File: src/rtl/instr_fetch_pkg.sv
// instr_fetch_pkg: shared widths, NOP/HALT encodings and fetch state enum
package fetch_pkg;
    localparam int DEF_PC_W = 6;
    localparam int DEF_INSTR_W = 11;
    localparam logic [DEF_INSTR_W-1:0] NOP = '0;
    localparam logic [DEF_INSTR_W-1:0] DEF_HALT_WORD = 11'h7FF;
    typedef enum logic {FETCH, HALT} state_t;
endpackage

File: src/rtl/instr_fetch_if.sv
// instr_fetch_if: control, load port and pipeline outputs of the fetch stage
//   master: drives STALL/BR_*/LOAD_*, receives INSTR_OUT/COUNTER_OUT/VALID_OUT/HALTED
//   slave : the fetch stage
interface instr_fetch_if import fetch_pkg::*; #(
    parameter int PC_W = DEF_PC_W,
    parameter int INSTR_W = DEF_INSTR_W
) ();
    logic STALL;
    logic BR_TAKEN;
    logic [PC_W-1:0] BR_TARGET;
    logic LOAD_EN;
    logic [PC_W-1:0] LOAD_ADDR;
    logic [INSTR_W-1:0] LOAD_DATA;
    logic [INSTR_W-1:0] INSTR_OUT;
    logic [PC_W-1:0] COUNTER_OUT;
    logic VALID_OUT;
    logic HALTED;
    modport master (
        output STALL, BR_TAKEN, BR_TARGET, LOAD_EN, LOAD_ADDR, LOAD_DATA,
        input INSTR_OUT, COUNTER_OUT, VALID_OUT, HALTED
    );
    modport slave (
        input STALL, BR_TAKEN, BR_TARGET, LOAD_EN, LOAD_ADDR, LOAD_DATA,
        output INSTR_OUT, COUNTER_OUT, VALID_OUT, HALTED
    );
endinterface

File: src/rtl/instr_mem.sv
// instr_mem: 2**PC_W x INSTR_W memory, sync write port, async read port
module instr_mem #(
  parameter int PC_W = 6,
  parameter int INSTR_W = 11,
  parameter string INIT_FILE = ""
) (
  input  logic clk,
  input  logic we,
  input  logic [PC_W-1:0] waddr,
  input  logic [INSTR_W-1:0] wdata,
  input  logic [PC_W-1:0] raddr,
  output logic [INSTR_W-1:0] rdata
);
  logic [INSTR_W-1:0] mem [2**PC_W];
  initial mem = '{default: '0};
  always_ff @(posedge clk)
    if (we) mem[waddr] <= wdata;
  assign rdata = mem[raddr];
endmodule

File: src/rtl/instr_fetch.sv
// instr_fetch: PC, FETCH/HALT state machine and first pipeline register
//   CLK, RST (sync, active-high); bus: instr_fetch_if.slave
//   FETCH_HALT_EN: when defined, fetching HALT_WORD parks the stage in HALT
module instr_fetch import fetch_pkg::*; #(
    parameter int PC_W = DEF_PC_W,
    parameter int INSTR_W = DEF_INSTR_W,
    parameter logic [INSTR_W-1:0] HALT_WORD = DEF_HALT_WORD,
    parameter string INIT_FILE = ""
) (
    input logic CLK,
    input logic RST,
    instr_fetch_if.slave bus
);
    logic [PC_W-1:0] pc_q, pc_d, cnt_d;
    logic [INSTR_W-1:0] rd, instr_d;
    logic valid_d, is_halt;
    state_t state_q, state_d;
    instr_mem #(.PC_W(PC_W), .INSTR_W(INSTR_W), .INIT_FILE(INIT_FILE)) u_mem (
        .clk(CLK), .we(bus.LOAD_EN), .waddr(bus.LOAD_ADDR), .wdata(bus.LOAD_DATA),
        .raddr(pc_q), .rdata(rd)
    );
`ifdef FETCH_HALT_EN
    assign is_halt = rd == HALT_WORD;
    assign bus.HALTED = state_q == HALT;
`else
    assign is_halt = 1'b0;
    assign bus.HALTED = 1'b0;
`endif
    always_comb begin
        pc_d = pc_q;
        instr_d = bus.INSTR_OUT;
        cnt_d = bus.COUNTER_OUT;
        valid_d = bus.VALID_OUT;
        state_d = state_q;
        if (bus.BR_TAKEN) begin
            pc_d = bus.BR_TARGET;
            instr_d = INSTR_W'(NOP);
            valid_d = 1'b0;
            state_d = FETCH;
        end else if (!bus.STALL) begin
            if (state_q == HALT) begin
                instr_d = INSTR_W'(NOP);
                valid_d = 1'b0;
            end else begin
                // the HALT word itself is delivered; the PC parks on it
                instr_d = rd;
                cnt_d = pc_q;
                valid_d = 1'b1;
                pc_d = is_halt ? pc_q : pc_q + 1'b1;
                state_d = is_halt ? HALT : FETCH;
            end
        end
    end
    always_ff @(posedge CLK) begin
        if (RST) begin
            pc_q <= '0;
            bus.INSTR_OUT <= INSTR_W'(NOP);
            bus.COUNTER_OUT <= '0;
            bus.VALID_OUT <= 1'b0;
            state_q <= FETCH;
        end else begin
            pc_q <= pc_d;
            bus.INSTR_OUT <= instr_d;
            bus.COUNTER_OUT <= cnt_d;
            bus.VALID_OUT <= valid_d;
            state_q <= state_d;
        end
    end
endmodule

File: src/flat_wrapper.sv
// flat-port wrapper written by rule: the top's interface ports become plain ports
module instr_fetch_flat import fetch_pkg::*;
#(
    parameter int PC_W = DEF_PC_W,
    parameter int INSTR_W = DEF_INSTR_W,
    parameter logic [INSTR_W-1:0] HALT_WORD = DEF_HALT_WORD,
    parameter string INIT_FILE = ""
)
  (CLK, RST, bus_STALL, bus_BR_TAKEN, bus_BR_TARGET, bus_LOAD_EN, bus_LOAD_ADDR, bus_LOAD_DATA, bus_INSTR_OUT, bus_COUNTER_OUT, bus_VALID_OUT, bus_HALTED);
  instr_fetch_if #(.PC_W(PC_W), .INSTR_W(INSTR_W)) bus_i ();
  input logic CLK;
  input logic RST;
  input wire logic [$bits(bus_i.STALL)-1:0] bus_STALL;
  input wire logic [$bits(bus_i.BR_TAKEN)-1:0] bus_BR_TAKEN;
  input wire logic [$bits(bus_i.BR_TARGET)-1:0] bus_BR_TARGET;
  input wire logic [$bits(bus_i.LOAD_EN)-1:0] bus_LOAD_EN;
  input wire logic [$bits(bus_i.LOAD_ADDR)-1:0] bus_LOAD_ADDR;
  input wire logic [$bits(bus_i.LOAD_DATA)-1:0] bus_LOAD_DATA;
  output wire logic [$bits(bus_i.INSTR_OUT)-1:0] bus_INSTR_OUT;
  output wire logic [$bits(bus_i.COUNTER_OUT)-1:0] bus_COUNTER_OUT;
  output wire logic [$bits(bus_i.VALID_OUT)-1:0] bus_VALID_OUT;
  output wire logic [$bits(bus_i.HALTED)-1:0] bus_HALTED;
  assign bus_i.STALL = bus_STALL;
  assign bus_i.BR_TAKEN = bus_BR_TAKEN;
  assign bus_i.BR_TARGET = bus_BR_TARGET;
  assign bus_i.LOAD_EN = bus_LOAD_EN;
  assign bus_i.LOAD_ADDR = bus_LOAD_ADDR;
  assign bus_i.LOAD_DATA = bus_LOAD_DATA;
  assign bus_INSTR_OUT = bus_i.INSTR_OUT;
  assign bus_COUNTER_OUT = bus_i.COUNTER_OUT;
  assign bus_VALID_OUT = bus_i.VALID_OUT;
  assign bus_HALTED = bus_i.HALTED;
  instr_fetch #(.PC_W(PC_W), .INSTR_W(INSTR_W), .HALT_WORD(HALT_WORD), .INIT_FILE(INIT_FILE)) u_core (.CLK(CLK), .RST(RST), .bus(bus_i));
endmodule
File: config.mk
export PLATFORM = sky130hd
export DESIGN_NAME = instr_fetch_flat
export DESIGN_NICKNAME = d
export VERILOG_FILES = /design/src/rtl/instr_fetch_pkg.sv /design/src/rtl/instr_fetch_if.sv /design/src/rtl/instr_mem.sv /design/src/rtl/instr_fetch.sv /design/src/flat_wrapper.sv
export SDC_FILE = /design/constraint.sdc
export NUM_CORES = 1
export LEC_CHECK = 0
export BUFFER_PORTS_ARGS = -buffer_cell sky130_fd_sc_hd__buf_2
export CAP_MARGIN = 10
export CORE_UTILIZATION = 38
export CTS_CLUSTER_DIAMETER = 120
export DETAILED_ROUTE_END_ITERATION = 8
export MAX_ROUTING_LAYER = met4
export SLEW_MARGIN = 20
export SYNTH_ARGS = -nofsm -noshare
export SYNTH_HDL_FRONTEND = slang
export SYNTH_SLANG_ARGS = --single-unit
export TNS_END_PERCENT = 50
File: constraint.sdc
create_clock -name CLK -period 3.5 [get_ports CLK]
set_clock_uncertainty 0.15 [all_clocks]
set_input_delay 0.35 -clock CLK [delete_from_list [all_inputs] [get_ports CLK]]
set_output_delay 0.35 -clock CLK [all_outputs]
set_load 0.02 [all_outputs]
==> flow_summary_export.csv, run 1 <==
group,metric,value,unit
synthesis,yosys_most_used_dff,"edfxtp_1",
timing,final.setup.worst_slack,0.550,ns
grt,grt_pass1_wl,97500,µm
die,io-pin-count,47,
cts,cts_sinks,734,
grt,track_usage,18.5,%
timing,fin_crit,2.95,ns
run_status,violations,"design-rule violations",
timing,slew_viol_final,0,
worst_setup_path,endpoint,"u_core.bus.INSTR_OUT[4]",
cells_and_area,synthToLayoutAreaGrowth,15.8,%
timing,setup_tns,0,ns
power,p_int,0.0143,W
cells_and_area,layout-drive-gt1-share,25.0,%
synthesis,synth_area_per_cell,20.2,µm²
timing,slew_headroom,25.7,%
cells_and_area,nFillCells,6147,
synthesis,seq_area_frac_synth,77.0,%
cts,cts_tree,"done",
cts,clockBufferDepth,3,
die,start_util,38.6,%
timing,setup_viol,0,
worst_setup_path,critPathCaptureType,"flop",
timing,final_hold_viol_count,0,
synthesis,async_reset_ff_share,0,%
route,ant_nets,0,
worst_setup_path,crit_fanout,17,
route,drtIter0Drc,1453,
power,p_sw,0.00385,W
worst_setup_path,crit_arrival,3.30,ns
grt,antenna_found_initial,7,
power,p_comb_share,5.4,%
die,die_area,75400,µm²
synthesis,ys_ff_latch,734,
die,fp.coreArea,73200,µm²
power,p_per_area,556,nW/µm²
timing,timing.fmax,0.339,GHz
power,clock_power_share,40.8,%
die,die_h,275,µm
flow_run,maxCapViolCount,0,
timing,worstMarginPinSlew,1.12,ns
power,switching_share,21.2,%
worst_setup_path,worstPathRequired,3.85,ns
run_status,outcome,"complete, but fails checks",
worst_setup_path,r2r_end,"u_core.bus.INSTR_OUT[4]",
synthesis,synth_edf_count,704,
placed_design,preCtsSetupSlack,0.516,ns
route,wl_per_cell,25.6,µm
synthesis,synth_cells,1397,
placed_design,place_congestion,0.888,
placed_design,place.port_buffers,45,
cells_and_area,fin_nets,1596,
grt,grt_overflow,0,
die,rows,99,
grt,grt_pass1_vias,14300,
placed_design,hpwl,41600,µm
cts,post-cts-setup-buffers,0,
power,peakVddDrop,0.000307,V
power,p_leak,10.3,nW
cts,cts-buffers-inserted,73,
route,drc_errors,10,
timing,grt_setup_unrepaired,"false",
die,fp.dieW,275,µm
route,vias_per_cell,5.45,
synthesis,synth_cell_type_count,48,
synthesis,netlist_area,28200,µm²
cts,clkTransAtPathRegs,0.06,ns
worst_setup_path,path_class,"flop to flop",
worst_setup_path,rr_worst_depth,5,
route,drtPass1Iterations,7,
synthesis,synth_nets,1426,
power,seqPwrFrac,53.7,%
route,vias,14100,
timing,min_period_over_period,84.3,%
cts,htree_levels,3,
route,wl,66400,µm
worst_setup_path,rrSetupSlack,0.55,ns
grt,grt_max_degree,65,
cts,hold_buffers,10,
cts,cts_resized,0,
min_path,hp-class,"input pin to flop",
worst_setup_path,startpoint_type,"flop",
synthesis,yosys_warnings,0,
cts,clk_latency,0.62,ns
cts,cts_root_buf,"clkbuf_16",
[state kept, by name, indices dropped and copies added, names as in the netlist, named ones only]
signal,flops
u_core.bus.COUNTER_OUT,6
u_core.bus.INSTR_OUT,11
u_core.bus.VALID_OUT,1
u_core.pc_q,6
u_core.u_mem.mem,704
[synth_stat cells, drive strengths merged, types with 8 or more instances]
cell,number,area [µm²]
dfxtp,30,601
a21oi,20,100
clkbuf,40,150
nand2,31,116
o21ai,8,40.0
a22oi,76,571
nor2b,9,56.3
a221oi,11,159
buf,39,260
mux2i,103,1030
mux4,130,2930
nor2,83,314
or3,11,68.8
a31oi,10,62.6
a22o,10,87.6
o211ai,11,82.6
nand3,25,125
edfxtp,704,21100
[worst min-delay path by stage]
stage	from	to	slack, ns	cells after the start
finish	bus_LOAD_DATA[10]	u_core.u_mem.mem[25][10]	0.11	1
global route	bus_LOAD_DATA[10]	u_core.u_mem.mem[24][10]	0.12	1
CTS	bus_LOAD_DATA[10]	u_core.u_mem.mem[25][10]	0.08	1
detailed placement	u_core.bus.VALID_OUT	u_core.bus.VALID_OUT	0.31	2
global placement	u_core.bus.VALID_OUT	u_core.bus.VALID_OUT	0.30	2
floorplan	RST	u_core.bus.VALID_OUT	0.28	1
[layer usage]
metal  GRT usage, %  part of all wire [%]  vias up
met5              -                     0        -
met4           5.10                   2.3        0
met3           3.80                   6.4       95
met2           28.2                    48      451
met1           25.2                    44     7441
li1               -                     -     6122
[metrics by stage]
stage | std cells | total power [W] | hold slack [ns] | utilization, % | area, µm²
5_1_grt | 2590 | 0.0187 | 0.115 | 44.6 | 32700
2_1_floorplan | 1397 | 0.0105 | 0.278 | - | 28200
4_1_cts | 2584 | 0.0183 | 0.0786 | 44.6 | 32700
3_3_place_gp | 2441 | 0.0109 | 0.300 | 41.4 | 30300
3_5_place_dp | 2441 | 0.0109 | 0.312 | 41.4 | 30300
6_report | 2591 | 0.0182 | 0.106 | 44.6 | 32700
[final cells by class]
class / instances / area [µm²] / area share (%)
repair buffers: 174 / 1370 / 4.18
diodes: 7 / 17.5 / 0.0536
multi-input cells: 581 / 6080 / 18.6
flip-flops and latches: 734 / 21700 / 66.5
clock inverters: 26 / 213 / 0.651
clock buffers: 107 / 2050 / 6.26
well taps: 959 / 1200 / 3.67
inverters: 3 / 11.3 / 0.0345
[logic make-up (layout without fill, tap and decap cells)]
group	after synthesis	in the layout	share of synthesized area (%)
AOI/OAI and AO/OA	150	150	4.02
xor gates and xnor gates	5	5	0.155
adders and majority gates	1	1	0.0443
buffers and inverters	82	310	1.49
DFF	734	734	77.0
muxes	236	236	14.1
other	1	8	0.0133
and+or+nand+nor	188	188	3.13
[worst max-delay path, stage by stage, from the launching register on]
cell and delay (ns):
dfxtp_4 0.54, buf_4 0.39, mux4_2 0.56, a221oi_2 0.46, a31oi_1 0.29, or3_1 0.42
[cell usage in the layout, fill, tap and decap left out, types with 4 or more instances in the layout]
cell	Yosys	final
buf_4	5	112
buf_2	21	41
mux4_2	130	130
nand3b_1	4	4
nand2_1	31	31
o21ai_0	7	7
a31oi_1	10	10
diode_2	0	7
clkbuf_1	40	26
a21oi_1	20	20
edfxtp_1	704	704
clkinv_2	0	5
clkbuf_8	0	7
nor2_1	82	81
nor2b_1	9	9
clkbuf_16	0	74
buf_12	1	11
dlygate4sd3_1	0	10
a22oi_1	76	76
a22o_1	10	10
nand3_1	25	25
and2_1	4	4
clkinv_1	0	12
o211ai_1	11	11
and3_1	4	4
or3_1	11	11
a221oi_2	10	10
dfxtp_1	30	28
mux2i_1	103	103
[power groups by stage]
stage / sequential [W] / clock [W] / combinational [W]
finish: 0.00975 / 0.00741 / 0.000988
global route: 0.00975 / 0.00787 / 0.00106
CTS: 0.00975 / 0.00756 / 0.00100
detailed placement: 0.00994 / 0 / 0.000989
global placement: 0.00994 / 0 / 0.000973
floorplan: 0.00991 / 0 / 0.000572
Power figures use the tool's default switching activity.
==> inputs of run 2 (changes only) <==
--- a/config.mk
+++ b/config.mk
@@ -5,6 +5,7 @@
 export SDC_FILE = /design/constraint.sdc
 export NUM_CORES = 1
 export LEC_CHECK = 0
+export ABC_AREA = 1
 export BUFFER_PORTS_ARGS = -buffer_cell sky130_fd_sc_hd__buf_2
 export CAP_MARGIN = 10
 export CORE_UTILIZATION = 38
==> constraint.sdc (replaced) <==
create_clock -name CLK -period 2.85 [get_ports CLK]
set_clock_uncertainty 0.15 [all_clocks]
set_input_delay 0.285 -clock CLK [delete_from_list [all_inputs] [get_ports CLK]]
set_output_delay 0.285 -clock CLK [all_outputs]
set_load 0.02 [all_outputs]
==> flow_summary_export.csv, run 2 <==
group,metric,value,unit
run_status,outcome,"finished clean",
die,rows,101,
timing,whs,0.0762,ns
timing,worstMarginPinSlew,1.04,ns
cts,cts_root_buf,"clkbuf_16",
placed_design,post-place-cells,3572,
timing,final_hold_viol_count,0,
cells_and_area,reg.largest.list,"u_core.u_mem.mem x704, u_core.bus.INSTR_OUT x11",
die,die_area,79000,µm²
timing,slew_headroom,30.9,%
die,die_h,281,µm
timing,grt_setup_unrepaired,"false",
route,drtIter0Drc,2458,
timing,setup_viol,0,
synthesis,seq_area_frac_synth,73.5,%
synthesis,yosys.area.top_type_share,71.4,%
synthesis,yosys-top-cells-area,"edfxtp_1, nand3_1, nand2_1",
cts,clockBufferDepth,3,
worst_setup_path,crit_fanout,11,
cells_and_area,regMostFlops,"u_core.u_mem.mem",
die,fp.coreArea,76500,µm²
synthesis,ys_top_cells_by_count,"nand2_1, edfxtp_1, nand3_1",
timing,setup_tns,0,ns
worst_setup_path,startpoint_type,"input pin",
placed_design,hpwl,45800,µm
cts,hold_buffers,16,
synthesis,ys_ff_latch,734,
die,fp.dieW,281,µm
grt,grt_max_degree,107,
cells_and_area,fin_nets,2666,
cells_and_area,layout-drive-gt1-share,10.6,%
power,peakVddDrop,0.000832,V
min_path,hp-class,"input pin to flop",
grt,grt_pass1_vias,18900,
synthesis,synth_edf_count,704,
synthesis,synth_compound_area_share,0.292,%
route,drc_errors,0,
placed_design,place_congestion,0.872,
cts,htree_levels,3,
placed_design,preCtsSetupSlack,0.485,ns
synthesis,synth_fa_ha_area_share,0.0423,%
timing,slew_viol_final,0,
cells_and_area,stdcell_count,3731,
cts,clk_latency,0.63,ns
synthesis,yosysTopAreaCell,"edfxtp_1",
route,vias_per_cell,5.30,
grt,grt_pass1_wl,118000,µm
route,ant_nets,0,
grt,antenna_found_initial,3,
synthesis,yosys_warnings,0,
synthesis,synth_area_per_cell,11.7,µm²
power,p_leak,12.3,nW
power,p_per_area,690,nW/µm²
cts,cts_tree,"done",
timing,fin_crit,2.40,ns
cells_and_area,nFillCells,6918,
synthesis,synth-simple-area-share,23.1,%
die,start_util,38.7,%
cts,cts_sinks,734,
cells_and_area,final_cell_mix,"nand2_1, edfxtp_1, nand3_1",
synthesis,synth.most_common_cell,"nand2_1",
synthesis,synth_xor_area_share,0.0296,%
placed_design,place.port_buffers,45,
flow_run,maxCapViolCount,0,
timing,timing.fmax,0.417,GHz
route,wl,78300,µm
synthesis,synthMuxAreaShare,0,%
worst_setup_path,path_class,"input pin to flop",
worst_setup_path,critPathCaptureType,"flop",
synthesis,yosys_most_used_dff,"edfxtp_1",
synthesis,synth_nets,2563,
route,vias,19800,
worst_setup_path,worstPathRequired,3.26,ns
cells_and_area,synthToLayoutAreaGrowth,15.9,%
cells_and_area,final_common_cell,"nand2_1",
route,wl_per_cell,21.0,µm
cells_and_area,fin_util,44.9,%
synthesis,netlist_area,29600,µm²
cells_and_area,largest_reg_flops,704,
timing,min_period_over_period,84.2,%
grt,track_usage,20.6,%
synthesis,async_reset_ff_share,0,%
cts,post-cts-setup-buffers,0,
synthesis,synth_top_family_by_area,"simple AND/OR/NAND/NOR gates",
route,drtPass1Iterations,6,
synthesis,synth_cell_type_count,22,
timing,final.setup.worst_slack,0.451,ns
worst_setup_path,crit_arrival,2.81,ns
synthesis,synth_cells,2534,
grt,grt_overflow,0,
cts,cts-buffers-inserted,77,
die,io-pin-count,47,
cts,cts_resized,0,
cts,clkTransAtPathRegs,0.06,ns
## run 2: cell count changes after synthesis, moves of 11 or more
cell	before	now
a21oi_1	20	2
a22oi_1	76	0
buf_2	21	96
inv_1	3	29
mux2i_1	103	0
mux4_2	130	0
nand2_1	31	815
nand3_1	25	660
nor2_1	82	93
or3_1	11	0
## run 2: cell families after synthesis
group | count (synthesis)
buffers and inverters | 194
and+or+nand+nor | 1588
xor gates and xnor gates | 1
AOI/OAI and AO/OA | 15
other | 1
adders and majority gates | 1
DFF | 734
## run 2: metrics by stage
step                total power, W  cell area (µm²)
floorplan                   0.0132            29600
global placement            0.0139            31600
detailed placement          0.0139            31600
CTS                         0.0238            34300
global route                0.0244            34300
finish                      0.0237            34300
## run 2: final cells by class
cell class,count,area (µm²),area share (%)
clock buffers,100,2100,6.11
inverters,34,140,0.409
repair buffers,184,1610,4.69
multi-input cells,1606,7000,20.4
clock inverters,38,395,1.15
well taps,1030,1290,3.76
diodes,5,12.5,0.0365
flip-flops and latches,734,21800,63.4
## run 2: path summary, 6_finish.rpt
check / startpoint / end / slack, ns / cells past startpoint
max reg2reg: flop / u_core.bus.INSTR_OUT[8] / 0.46 / 11
min: bus_LOAD_DATA[6] / u_core.u_mem.mem[51][6] / 0.08 / 1
max: bus_BR_TAKEN / flop / 0.45 / 8
min reg2reg: u_core.bus.VALID_OUT / u_core.bus.VALID_OUT / 0.34 / 2
## run 2: where the power goes
| group | leakage [nW] | internal, W | switching, W | total (W) |
|---|---|---|---|---|
| combinational | 4.52 | 0.000483 | 0.00127 | 0.00175 |
| clock | 1.22 | 0.00591 | 0.00406 | 0.00997 |
| sequential | 6.58 | 0.0119 | 0.0000498 | 0.0120 |
## run 2: routing by layer
layer	track usage (%)	vias up	routed length (µm)
met3	3.87	129	6300
met4	5.77	0	1800
met2	31.4	791	36400
met5	-	-	0
li1	-	9164	-
met1	28.2	9693	33800
## run 2: worst max-delay path, stage by stage
cell and delay [ns]:
dlygate4sd3_1 0.55, buf_2 0.18, nor2_1 0.45, inv_1 0.22
nor2_1 0.22, nand4_1 0.11, a31oi_1 0.20, dlygate4sd3_1 0.59
==> inputs of run 3 (changes only) <==
--- a/config.mk
+++ b/config.mk
@@ -5,7 +5,7 @@
 export SDC_FILE = /design/constraint.sdc
 export NUM_CORES = 1
 export LEC_CHECK = 0
-export ABC_AREA = 1
+export ABC_AREA = 0
 export BUFFER_PORTS_ARGS = -buffer_cell sky130_fd_sc_hd__buf_2
 export CAP_MARGIN = 10
 export CORE_UTILIZATION = 38
==> constraint.sdc (replaced) <==
create_clock -name CLK -period 2.2 [get_ports CLK]
set_clock_uncertainty 0.15 [all_clocks]
set_input_delay 0.22 -clock CLK [delete_from_list [all_inputs] [get_ports CLK]]
set_output_delay 0.22 -clock CLK [all_outputs]
set_load 0.02 [all_outputs]
==> flow_summary_export.csv, run 3 (synthesis gave the netlist of run 1 again) <==
group,metric,value,unit
cells_and_area,reg.largest.list,"u_core.u_mem.mem x704, u_core.bus.INSTR_OUT x11",
timing,grt_setup_unrepaired,"true",
timing,setup_tns,-2.53,ns
run_status,outcome,"complete, but fails checks",
placed_design,place_congestion,0.823,
die,fp.coreArea,73200,µm²
power,p_leak,11.0,nW
worst_setup_path,worstPathRequired,2.55,ns
die,die_h,275,µm
placed_design,place.port_buffers,45,
grt,grt_pass1_wl,101000,µm
grt,grt_overflow,0,
timing,min_period_over_period,112,%
timing,final_hold_viol_count,0,
route,vias_per_cell,5.41,
die,fp.dieW,275,µm
cells_and_area,layout-drive-gt1-share,30.8,%
power,totalPowerFinal,0.0303,W
flow_run,maxCapViolCount,0,
placed_design,hpwl,43100,µm
timing,setup_viol,11,
cells_and_area,final_cell_mix,"edfxtp_1, buf_4, mux4_2",
die,io-pin-count,47,
cts,clkTransAtPathRegs,0.06,ns
die,start_util,38.6,%
cells_and_area,fin_nets,1686,
timing,final.setup.worst_slack,-0.270,ns
grt,grt_pass1_vias,14800,
route,ant_nets,0,
worst_setup_path,path_class,"flop to flop",
cts,clk_latency,0.61,ns
cts,clockBufferDepth,3,
route,drtPass1Iterations,7,
cts,cts_sinks,734,
route,drc_errors,8,
grt,antenna_found_initial,12,
cells_and_area,seq_area,21700,µm²
run_status,violations,"design-rule violations, negative setup slack",
min_path,whs_path_depth,1,
cells_and_area,regMostFlops,"u_core.u_mem.mem",
route,vias,14500,
die,die_area,75400,µm²
cells_and_area,multi_input_area,6340,µm²
route,drtIter0Drc,1296,
cts,cts_root_buf,"clkbuf_16",
timing,slew_headroom,22.3,%
cells_and_area,synthToLayoutAreaGrowth,21.4,%
worst_setup_path,rr_worst_depth,6,
cells_and_area,nFillCells,6037,
timing,timing.fmax,0.405,GHz
power,p_per_area,884,nW/µm²
worst_setup_path,crit_fanout,16,
worst_setup_path,critPathCaptureType,"flop",
route,wl,69600,µm
die,rows,99,
timing,worstMarginPinSlew,1.17,ns
cells_and_area,final_common_cell,"edfxtp_1",
worst_setup_path,startpoint_type,"flop",
power,peakVddDrop,0.000619,V
route,wl_per_cell,25.9,µm
min_path,hp-class,"input pin to flop",
grt,track_usage,19.2,%
cts,htree_levels,3,
grt,grt_max_degree,65,
cts,cts_tree,"done",
worst_setup_path,crit_arrival,2.82,ns
cells_and_area,largest_reg_flops,704,
timing,slew_viol_final,0,
timing,fin_crit,2.47,ns
cts,cts-buffers-inserted,77,
==> run 3: cell count changes in the layout (fill, tap and decap cells not counted), moves of 54 or more <==
| cell | change |
|---|---|
| a22oi_1 | +73 |
| buf_4 | +54 |
| mux2i_1 | +99 |
| mux4_2 | +130 |
| nand2_1 | -784 |
| nand3_1 | -635 |
==> run 3: area by class of cell <==
type	count	share of cell area, %
antenna	6	0.0438
clock buffer	107	6.28
clock inverter	32	0.971
inverter	3	0.0329
multi-input combinational	581	18.5
sequential	734	63.5
tap	959	3.50
timing repair buffer	260	7.18
==> run 3: report_power, final <==
part           internal (W)  switching, W
Sequential           0.0154     0.0000605
Combinational      0.000874       0.00111
Clock               0.00756       0.00525
==> run 3: stage by stage <==
stage | area [µm²] | utilization [%] | std cells | setup slack, ns | hold WS (ns)
3_5_place_dp | 31000 | 42.4 | 2500 | -0.418 | 0.309
3_3_place_gp | 31000 | 42.4 | 2500 | -0.425 | 0.301
5_1_grt | 34300 | 46.8 | 2681 | -0.318 | 0.00806
4_1_cts | 33900 | 46.3 | 2658 | -0.285 | 0.00467
2_1_floorplan | 28300 | - | 1397 | -0.000800 | 0.148
6_report | 34300 | 46.8 | 2682 | -0.270 | 0.0311
==> run 3: path summary, 6_finish.rpt <==
kind / end / slack, ns / start
worst max-delay path: u_core.bus.INSTR_OUT[3] / -0.27 / flop
worst min-delay path: u_core.u_mem.mem[18][9] / 0.03 / bus_LOAD_DATA[9]
worst max register to register: u_core.bus.INSTR_OUT[3] / -0.27 / flop
worst min register to register: u_core.bus.VALID_OUT / 0.31 / u_core.bus.VALID_OUT
==> run 3: critical path, cell delays in order (launching register included) <==
cell      delay, ns
dfxtp_4        0.40
buf_12         0.15
buf_16         0.17
mux4_2         0.55
a221oi_4       0.38
a31oi_4        0.18
or3_1          0.39
==> run 3: per-layer routing <==
metal,GRT usage (%),part of all wire [%],up-vias,wire length (µm)
met1,25.8,42,7597,29500
met2,29.7,49,509,34000
li1,-,-,6293,-
met4,5.04,2.1,0,1460
met3,3.92,6.6,100,4600
met5,-,0,-,0
==> run 3: repair_timing <==
item,CTS,global route
hold endpoints to repair,308,0
hold buffers,17,0
endpoints found under the setup margin,11,11
cloned,2,2
gates resized for setup,22,28
pin swaps,3,15
buffers inserted,0,16
